### config.mk
export PLATFORM = sky130hd
export DESIGN_NAME = acq_sequencer
export DESIGN_NICKNAME = d
export VERILOG_FILES = /design/src/rtl/acq_pkg.sv /design/src/rtl/dmd_edge_sync.sv /design/src/rtl/acq_sequencer.sv
export SDC_FILE = /design/constraint.sdc
export NUM_CORES = 1
export LEC_CHECK = 0
export BUFFER_PORTS_ARGS = -buffer_cell sky130_fd_sc_hd__buf_2
export CAP_MARGIN = 20
export CELL_PAD_IN_SITES_DETAIL_PLACEMENT = 1
export CELL_PAD_IN_SITES_GLOBAL_PLACEMENT = 1
export CORE_MARGIN = 8
export CORE_UTILIZATION = 38
export CTS_CLUSTER_DIAMETER = 50
export CTS_CLUSTER_SIZE = 8
export DETAILED_ROUTE_END_ITERATION = 8
export PLACE_DENSITY_LB_ADDON = 0.1
export SYNTH_ARGS = -nofsm -noshare
export SYNTH_HDL_FRONTEND = slang
export SYNTH_HIERARCHICAL = 1
export SYNTH_SLANG_ARGS = --single-unit
### constraint.sdc
create_clock -name clk -period 3.15 [get_ports clk]
set_clock_uncertainty 0.2 [all_clocks]
set_input_delay 0.63 -clock clk [delete_from_list [all_inputs] [get_ports clk]]
set_output_delay 0.63 -clock clk [all_outputs]
set_load 0.005 [all_outputs]
### src/rtl/acq_pkg.sv
// acq_pkg: definitions shared by the acquisition sequencer.
//   - command opcodes carried in cmd[15:12]
//   - sequencer state encoding
//   - bit positions of the STATUS word returned on tx_data
//   - pack_status(): assembles the STATUS word from its fields
package acq_pkg;

   typedef enum logic [3:0] {
      OP_START     = 4'd1,
      OP_STOP      = 4'd2,
      OP_READ      = 4'd3,
      OP_STATUS    = 4'd4,
      OP_RDPTR_CLR = 4'd5
   } acq_op_e;

   typedef enum logic [2:0] {
      ST_IDLE  = 3'd0,
      ST_ARM   = 3'd1,
      ST_COUNT = 3'd2,
      ST_LATCH = 3'd3,
      ST_DONE  = 3'd4
   } acq_state_e;

   localparam int STAT_BUSY_BIT = 15;
   localparam int STAT_DONE_BIT = 14;
   localparam int STAT_SAT_BIT  = 13;
   localparam int STAT_ERR_BIT  = 12;
   localparam int STAT_PTR_W    = 10;

   // Bits 11:10 are reserved and always read as zero.
   function automatic logic [15:0] pack_status(input logic                  busy,
                                               input logic                  done,
                                               input logic                  sat,
                                               input logic                  err,
                                               input logic [STAT_PTR_W-1:0] ptr);
      logic [15:0] s;
      s                   = '0;
      s[STAT_PTR_W-1:0]   = ptr;
      s[STAT_BUSY_BIT]    = busy;
      s[STAT_DONE_BIT]    = done;
      s[STAT_SAT_BIT]     = sat;
      s[STAT_ERR_BIT]     = err;
      return s;
   endfunction

endpackage

### src/rtl/dmd_edge_sync.sv
// dmd_edge_sync: brings the asynchronous DMD pattern-change signal into the
// clk domain and emits a one-cycle pulse on each rising edge.
//   clk     in  system clock
//   rst_n   in  asynchronous active-low reset
//   async_i in  raw DMD pattern-change signal (at least 2 clk wide)
//   edge_o  out registered rising-edge pulse, high in the 3rd cycle after
//               the cycle in which async_i was first sampled high
module dmd_edge_sync (
   input  logic clk,
   input  logic rst_n,
   input  logic async_i,
   output logic edge_o
);

   logic sync1_q;
   logic sync2_q;
   logic prev_q;
   logic edge_q;

   // sync1/sync2 form the metastability guard; prev holds the last settled
   // value so the edge can be registered (clean glitch-free pulse).
   always_ff @(posedge clk or negedge rst_n) begin
      if (!rst_n) begin
         sync1_q <= 1'b0;
         sync2_q <= 1'b0;
         prev_q  <= 1'b0;
         edge_q  <= 1'b0;
      end else begin
         sync1_q <= async_i;
         sync2_q <= sync1_q;
         prev_q  <= sync2_q;
         edge_q  <= sync2_q & ~prev_q;
      end
   end

   assign edge_o = edge_q;

endmodule

### src/rtl/acq_sequencer.sv
// acq_sequencer: frame acquisition sequencer for a DMD-driven photon counter.
// Each DMD pattern change closes one counting window; the count of that
// window is written to frame memory. Commands arrive from an SPI front end.
//
// Ports
//   clk, rst_n              system clock, asynchronous active-low reset
//   cmd[15:0], cmd_valid    command word ([15:12] opcode, [ADDR_W-1:0] arg)
//   dmd_sig                 asynchronous DMD pattern-change pulse
//   cnt[15:0]               photon counter value
//   cnt_clr, cnt_en         counter clear strobe and gate
//   mem_we/waddr/wdata      frame-memory write port
//   mem_raddr, mem_rdata    frame-memory read port (1-cycle read latency)
//   tx_data[15:0]           word for the next SPI transfer
//   busy                    acquisition in progress (ARM/COUNT/LATCH)
//   state_dbg[2:0]          current sequencer state (acq_state_e encoding)
//
// Command interface: cmd_valid is a valid-only strobe with no ready/backpressure;
// a command is consumed in exactly the cycle cmd_valid is high, and cmd is
// ignored whenever cmd_valid is low.
module acq_sequencer
   import acq_pkg::*;
#(
   parameter int ADDR_W = 10
) (
   input  logic              clk,
   input  logic              rst_n,
   input  logic [15:0]       cmd,
   input  logic              cmd_valid,
   input  logic              dmd_sig,
   input  logic [15:0]       cnt,
   output logic              cnt_clr,
   output logic              cnt_en,
   output logic              mem_we,
   output logic [ADDR_W-1:0] mem_waddr,
   output logic [15:0]       mem_wdata,
   output logic [ADDR_W-1:0] mem_raddr,
   input  logic [15:0]       mem_rdata,
   output logic [15:0]       tx_data,
   output logic              busy,
   output logic [2:0]        state_dbg
);

   // One extra bit so a frame count of 2^ADDR_W is representable.
   localparam int PTR_W = ADDR_W + 1;

   acq_state_e        state_q, state_d;
   logic [PTR_W-1:0]  n_frames_q, n_frames_d;
   logic [PTR_W-1:0]  wr_ptr_q, wr_ptr_d;
   logic [ADDR_W-1:0] rd_ptr_q, rd_ptr_d;
   logic              sat_q, sat_d;
   logic              err_q, err_d;
   logic              cnt_clr_q, cnt_clr_d;
   logic              rd_pend_q, rd_pend_d;
   logic              rd_ok_q, rd_ok_d;
   logic [15:0]       tx_data_q, tx_data_d;

   logic              dmd_edge;
   logic [3:0]        op;
   logic [ADDR_W-1:0] arg;
   logic              is_start, is_stop, is_read, is_status, is_rdclr;
   logic              busy_w;
   logic              rd_ok;
   logic              last_frame;
   logic              unused_cmd;

   dmd_edge_sync u_sync (
      .clk     (clk),
      .rst_n   (rst_n),
      .async_i (dmd_sig),
      .edge_o  (dmd_edge)
   );

   assign op        = cmd[15:12];
   assign arg       = cmd[ADDR_W-1:0];
   assign is_start  = cmd_valid && (op == OP_START);
   assign is_stop   = cmd_valid && (op == OP_STOP);
   assign is_read   = cmd_valid && (op == OP_READ);
   assign is_status = cmd_valid && (op == OP_STATUS);
   assign is_rdclr  = cmd_valid && (op == OP_RDPTR_CLR);
   // Reserved argument bits between ADDR_W and the opcode carry no meaning.
   assign unused_cmd = ^cmd;

   assign busy_w     = (state_q == ST_ARM) || (state_q == ST_COUNT) || (state_q == ST_LATCH);
   assign rd_ok      = ({1'b0, rd_ptr_q} < wr_ptr_q);
   assign last_frame = ((wr_ptr_q + PTR_W'(1)) == n_frames_q);

   // Sequencer: next state, frame bookkeeping and flags.
   always_comb begin
      state_d    = state_q;
      n_frames_d = n_frames_q;
      wr_ptr_d   = wr_ptr_q;
      sat_d      = sat_q;
      err_d      = err_q;
      cnt_clr_d  = 1'b0;

      case (state_q)
         ST_IDLE, ST_DONE: begin
            if (is_start) begin
               state_d    = ST_ARM;
               // An argument of zero requests the full memory depth.
               n_frames_d = (arg == '0) ? (PTR_W'(1) << ADDR_W) : {1'b0, arg};
               wr_ptr_d   = '0;
               sat_d      = 1'b0;
               err_d      = 1'b0;
               cnt_clr_d  = 1'b1;
            end
         end
         ST_ARM: begin
            // First edge only aligns the counting window to the pattern.
            if (is_stop) begin
               state_d = ST_IDLE;
            end else if (dmd_edge) begin
               state_d   = ST_COUNT;
               cnt_clr_d = 1'b1;
            end
         end
         ST_COUNT: begin
            // STOP has priority over a coincident edge so no frame is written.
            if (is_stop) begin
               state_d = ST_IDLE;
            end else if (dmd_edge) begin
               state_d   = ST_LATCH;
               cnt_clr_d = 1'b1;
            end
         end
         ST_LATCH: begin
            wr_ptr_d = wr_ptr_q + PTR_W'(1);
            if (cnt == 16'hFFFF) begin
               sat_d = 1'b1;
            end
            if (is_stop) begin
               state_d = ST_IDLE;
            end else if (last_frame) begin
               state_d = ST_DONE;
            end else begin
               state_d = ST_COUNT;
            end
         end
         default: begin
            state_d = ST_IDLE;
         end
      endcase

      if (is_start && busy_w) begin
         err_d = 1'b1;
      end
      if (is_read && !rd_ok) begin
         err_d = 1'b1;
      end
   end

   // Readback path: READ samples mem_raddr at the command edge, memory data
   // arrives one cycle later and is registered into tx_data the cycle after.
   always_comb begin
      rd_ptr_d  = rd_ptr_q;
      rd_pend_d = 1'b0;
      rd_ok_d   = rd_ok_q;
      tx_data_d = tx_data_q;

      if (rd_pend_q) begin
         tx_data_d = rd_ok_q ? mem_rdata : 16'h0000;
      end
      if (is_read) begin
         rd_pend_d = 1'b1;
         rd_ok_d   = rd_ok;
         if (rd_ok) begin
            rd_ptr_d = rd_ptr_q + ADDR_W'(1);
         end
      end
      if (is_status) begin
         tx_data_d = pack_status(busy_w, state_q == ST_DONE, sat_q, err_q,
                                 STAT_PTR_W'(wr_ptr_q));
      end
      if (is_rdclr) begin
         rd_ptr_d = '0;
      end
   end

   always_ff @(posedge clk or negedge rst_n) begin
      if (!rst_n) begin
         state_q    <= ST_IDLE;
         n_frames_q <= '0;
         wr_ptr_q   <= '0;
         rd_ptr_q   <= '0;
         sat_q      <= 1'b0;
         err_q      <= 1'b0;
         cnt_clr_q  <= 1'b0;
         rd_pend_q  <= 1'b0;
         rd_ok_q    <= 1'b0;
         tx_data_q  <= '0;
      end else begin
         state_q    <= state_d;
         n_frames_q <= n_frames_d;
         wr_ptr_q   <= wr_ptr_d;
         rd_ptr_q   <= rd_ptr_d;
         sat_q      <= sat_d;
         err_q      <= err_d;
         cnt_clr_q  <= cnt_clr_d;
         rd_pend_q  <= rd_pend_d;
         rd_ok_q    <= rd_ok_d;
         tx_data_q  <= tx_data_d;
      end
   end

   // Outputs decode directly from the state register so reset clears them
   // without waiting for a clock.
   assign cnt_en    = (state_q == ST_COUNT);
   assign mem_we    = (state_q == ST_LATCH);
   assign mem_waddr = wr_ptr_q[ADDR_W-1:0];
   assign mem_wdata = mem_we ? cnt : 16'h0000;
   assign mem_raddr = rd_ptr_q;
   assign cnt_clr   = cnt_clr_q;
   assign tx_data   = tx_data_q;
   assign busy      = busy_w;
   assign state_dbg = state_q;

endmodule

==> metrics.txt <==
outcome=finished, final reports clean; worst min path class=reg -> reg; Die Area=12850 sq um; Initial Utilization=0.3898; WL final=11.18 mm; cts hold-fix bufs=0; final hold viol count=0; 1st-pass router iterations=4; Synth top area share=0.4168; maximum vdd drop=0.0002879 V; DR WL/cell=17.50 um; DP HPWL=8.463 mm; core area=9240 sq um; vias in the first global route=3613; DRC violations left=0; Mapped Cells=409; Yosys reg bits=60; met2 wire len=5.797 mm; sequential cell area fraction in the yosys report=0.4168; minimum clock period=2.891 ns; Clock Sinks=60; Routed Antenna Nets=0; Synth Warn #=6; wire length on met3=478 um; uppermost layer routed=met4; Max Slew Vio Count=0; share of layout cells above drive strength 1=0.2843; first-pass GRT wire length=18.30 mm; synth unique cells=51; clock buffer depth=2; Layout area overhead=23.13%; largest area contributor in the netlist=dfrtp_1; clk slew on worst S/H paths=0.08 ns; GRT overflow=0; fill count=1148; Root Driver=clkbuf_8; Setup Viol. Count Final=0; CP Launch Type=flip-flop; largest cells by area after synthesis=dfrtp_1 (42%), nand2_1 (5.3%), ha_1 (3.8%); # resized after CTS=0; maxcap violations=0; count leader, synth=dfrtp_1; overall power=0.003370 W; CP endpoint kind=output pin; critical path type=reg -> out; Crit Path Max Fanout=18; Cell Pwr Density=759.8 nW/um^2; Boundary Pins=111; worst slew pin tran=0.9473 ns; Tcrit/Tclk final=0.9177; I/O Buffers=108; largest net degree at the start of global routing=33; clk_lat worst skew=0.34 ns; Crit path required time=2.32 ns; syn avg cell area=8.807 sq um; die height=113.4 um; fmax=345.9 MHz; initial antenna violation count=0; # diodes=0; P_leak=2.175 nW; most frequent cells after synthesis=dfrtp_1 (60), nand2_1 (51), nor2_1 (32); GRT Resource Usage Total=0.1780; Synthesized Nets=472; CP Data Arrival Time=2.06 ns; asr flop ratio synth=1.000; Post-synth EDFFs=0; Via-to-Cell Ratio=5.274; FF+latch area=1501 sq um; H-tree levels=3; Num CTS Buffers=9; postcts setup bufs=0; Final Wtd Congestion=0.7650; Top FF cell, synth=dfrtp_1; via count=3370; RSZ-0062 raised after global routing=false; post-synth design cell area=3602 sq um; area of the multi-input gates=1874 sq um; First DRT Iteration DRCs=148; Metal-1 WL=4.773 mm; setup TNS=0 ns; Slew Limit Headroom=0.3685; Placement Rows=35; die span in x=113.4 um; CTS tree=done; nets=569
metal layers:
layer	vias to the layer above	GRT usage
met1	1684	0.2041
met3	10	0.03568
met5	-	0
met4	0	0.06128
li1	1612	-
met2	64	0.3214
kinds of logic after synthesis:
kind of cell | after synthesis | synth area share
and+or+nand+nor | 175 | 0.2546
AOI/OAI and AO/OA | 90 | 0.1594
DFF | 60 | 0.4168
buffers and inverters | 48 | 0.06460
xor gates and xnor gates | 15 | 0.03855
adders and majority gates | 11 | 0.03821
muxes | 10 | 0.02779
metrics by stage:
stage / cell area [sq um] / setup WS [ns] / hold slack (ns) / utilization / std cells
2_1_floorplan: 3602 / 0.9160 / 0.1312 / - / 409
6_report: 4436 / 0.2592 / 0.1541 / 0.4800 / 639
3_3_place_gp: 4225 / 0.6612 / 0.1431 / 0.4573 / 624
3_5_place_dp: 4225 / 0.6131 / 0.1385 / 0.4573 / 624
4_1_cts: 4436 / 0.2455 / 0.1556 / 0.4800 / 639
5_1_grt: 4436 / 0.08309 / 0.1728 / 0.4800 / 639
report_power, final:
part           internal [W]  total (W)  switching, W  leakage [nW]
logic              0.000599    0.00135      0.000752          1.30
registers          0.000993    0.00128      0.000284         0.772
clock network      0.000426   0.000742      0.000316         0.101
placed cells by master (no fill, tap or decap), types with 3 or more instances in the layout:
cell / instances
buf_4: 9
xor2_1: 4
xnor2_1: 10
and2_1: 16
dfrtp_1: 60
nor2b_1: 15
nor3b_1: 3
clkbuf_8: 12
a211oi_1: 7
nor2_1: 32
nand4_1: 10
mux2i_1: 10
nor4_1: 5
nand3_1: 12
buf_2: 108
inv_1: 15
ha_1: 11
o21ai_0: 21
nand2b_1: 10
a21o_1: 5
nor3_1: 4
a21oi_1: 22
a31oi_1: 19
nand2_1: 51
layout make-up:
type                            count  area share
Clock buffer                       12     0.03724
Clock inverter                      3     0.01016
Inverter                           16     0.01354
Multi-Input combinational cell    301      0.4226
Sequential cell                    60      0.3385
Tap cell                          129     0.03639
Timing Repair Buffer              118      0.1416
worst paths after layout:
kind | from | end | slack (ns) | cells past startpoint
worst max-delay path | state_dbg[1] | mem_wdata[4] | 0.26 | 5
worst min-delay path | u_sync/sync1_q | u_sync/sync2_q | 0.15 | 0
worst max register to register | wr_ptr_q[6] | mem_raddr[1] | 0.67 | 7
worst min register to register | u_sync/sync1_q | u_sync/sync2_q | 0.15 | 0
max in group asynchronous | rst_n | wr_ptr_q[4] | 1.93 | 2
min in group asynchronous | rst_n | u_sync/prev_q | 0.16 | 1
critical path: stages, from the launching register on:
cell and delay (ns):
dfrtp_1 0.51, nand2_1 0.12, or2_2 0.43, inv_1 0.34, and2_1 0.21, buf_2 0.12
state kept, by name, summed over array words and instances, names as in the netlist:
signal and count:
u_sync/edge_o 1, mem_raddr 10, rd_ok_q 1, n_frames_q 11
rd_pend_q 1, u_sync/sync2_q 1, tx_data 16, u_sync/prev_q 1
u_sync/sync1_q 1, err_q 1, state_dbg 3, wr_ptr_q 11
sat_q 1, cnt_clr 1
Note: power is estimated with default switching activity, not from simulation.
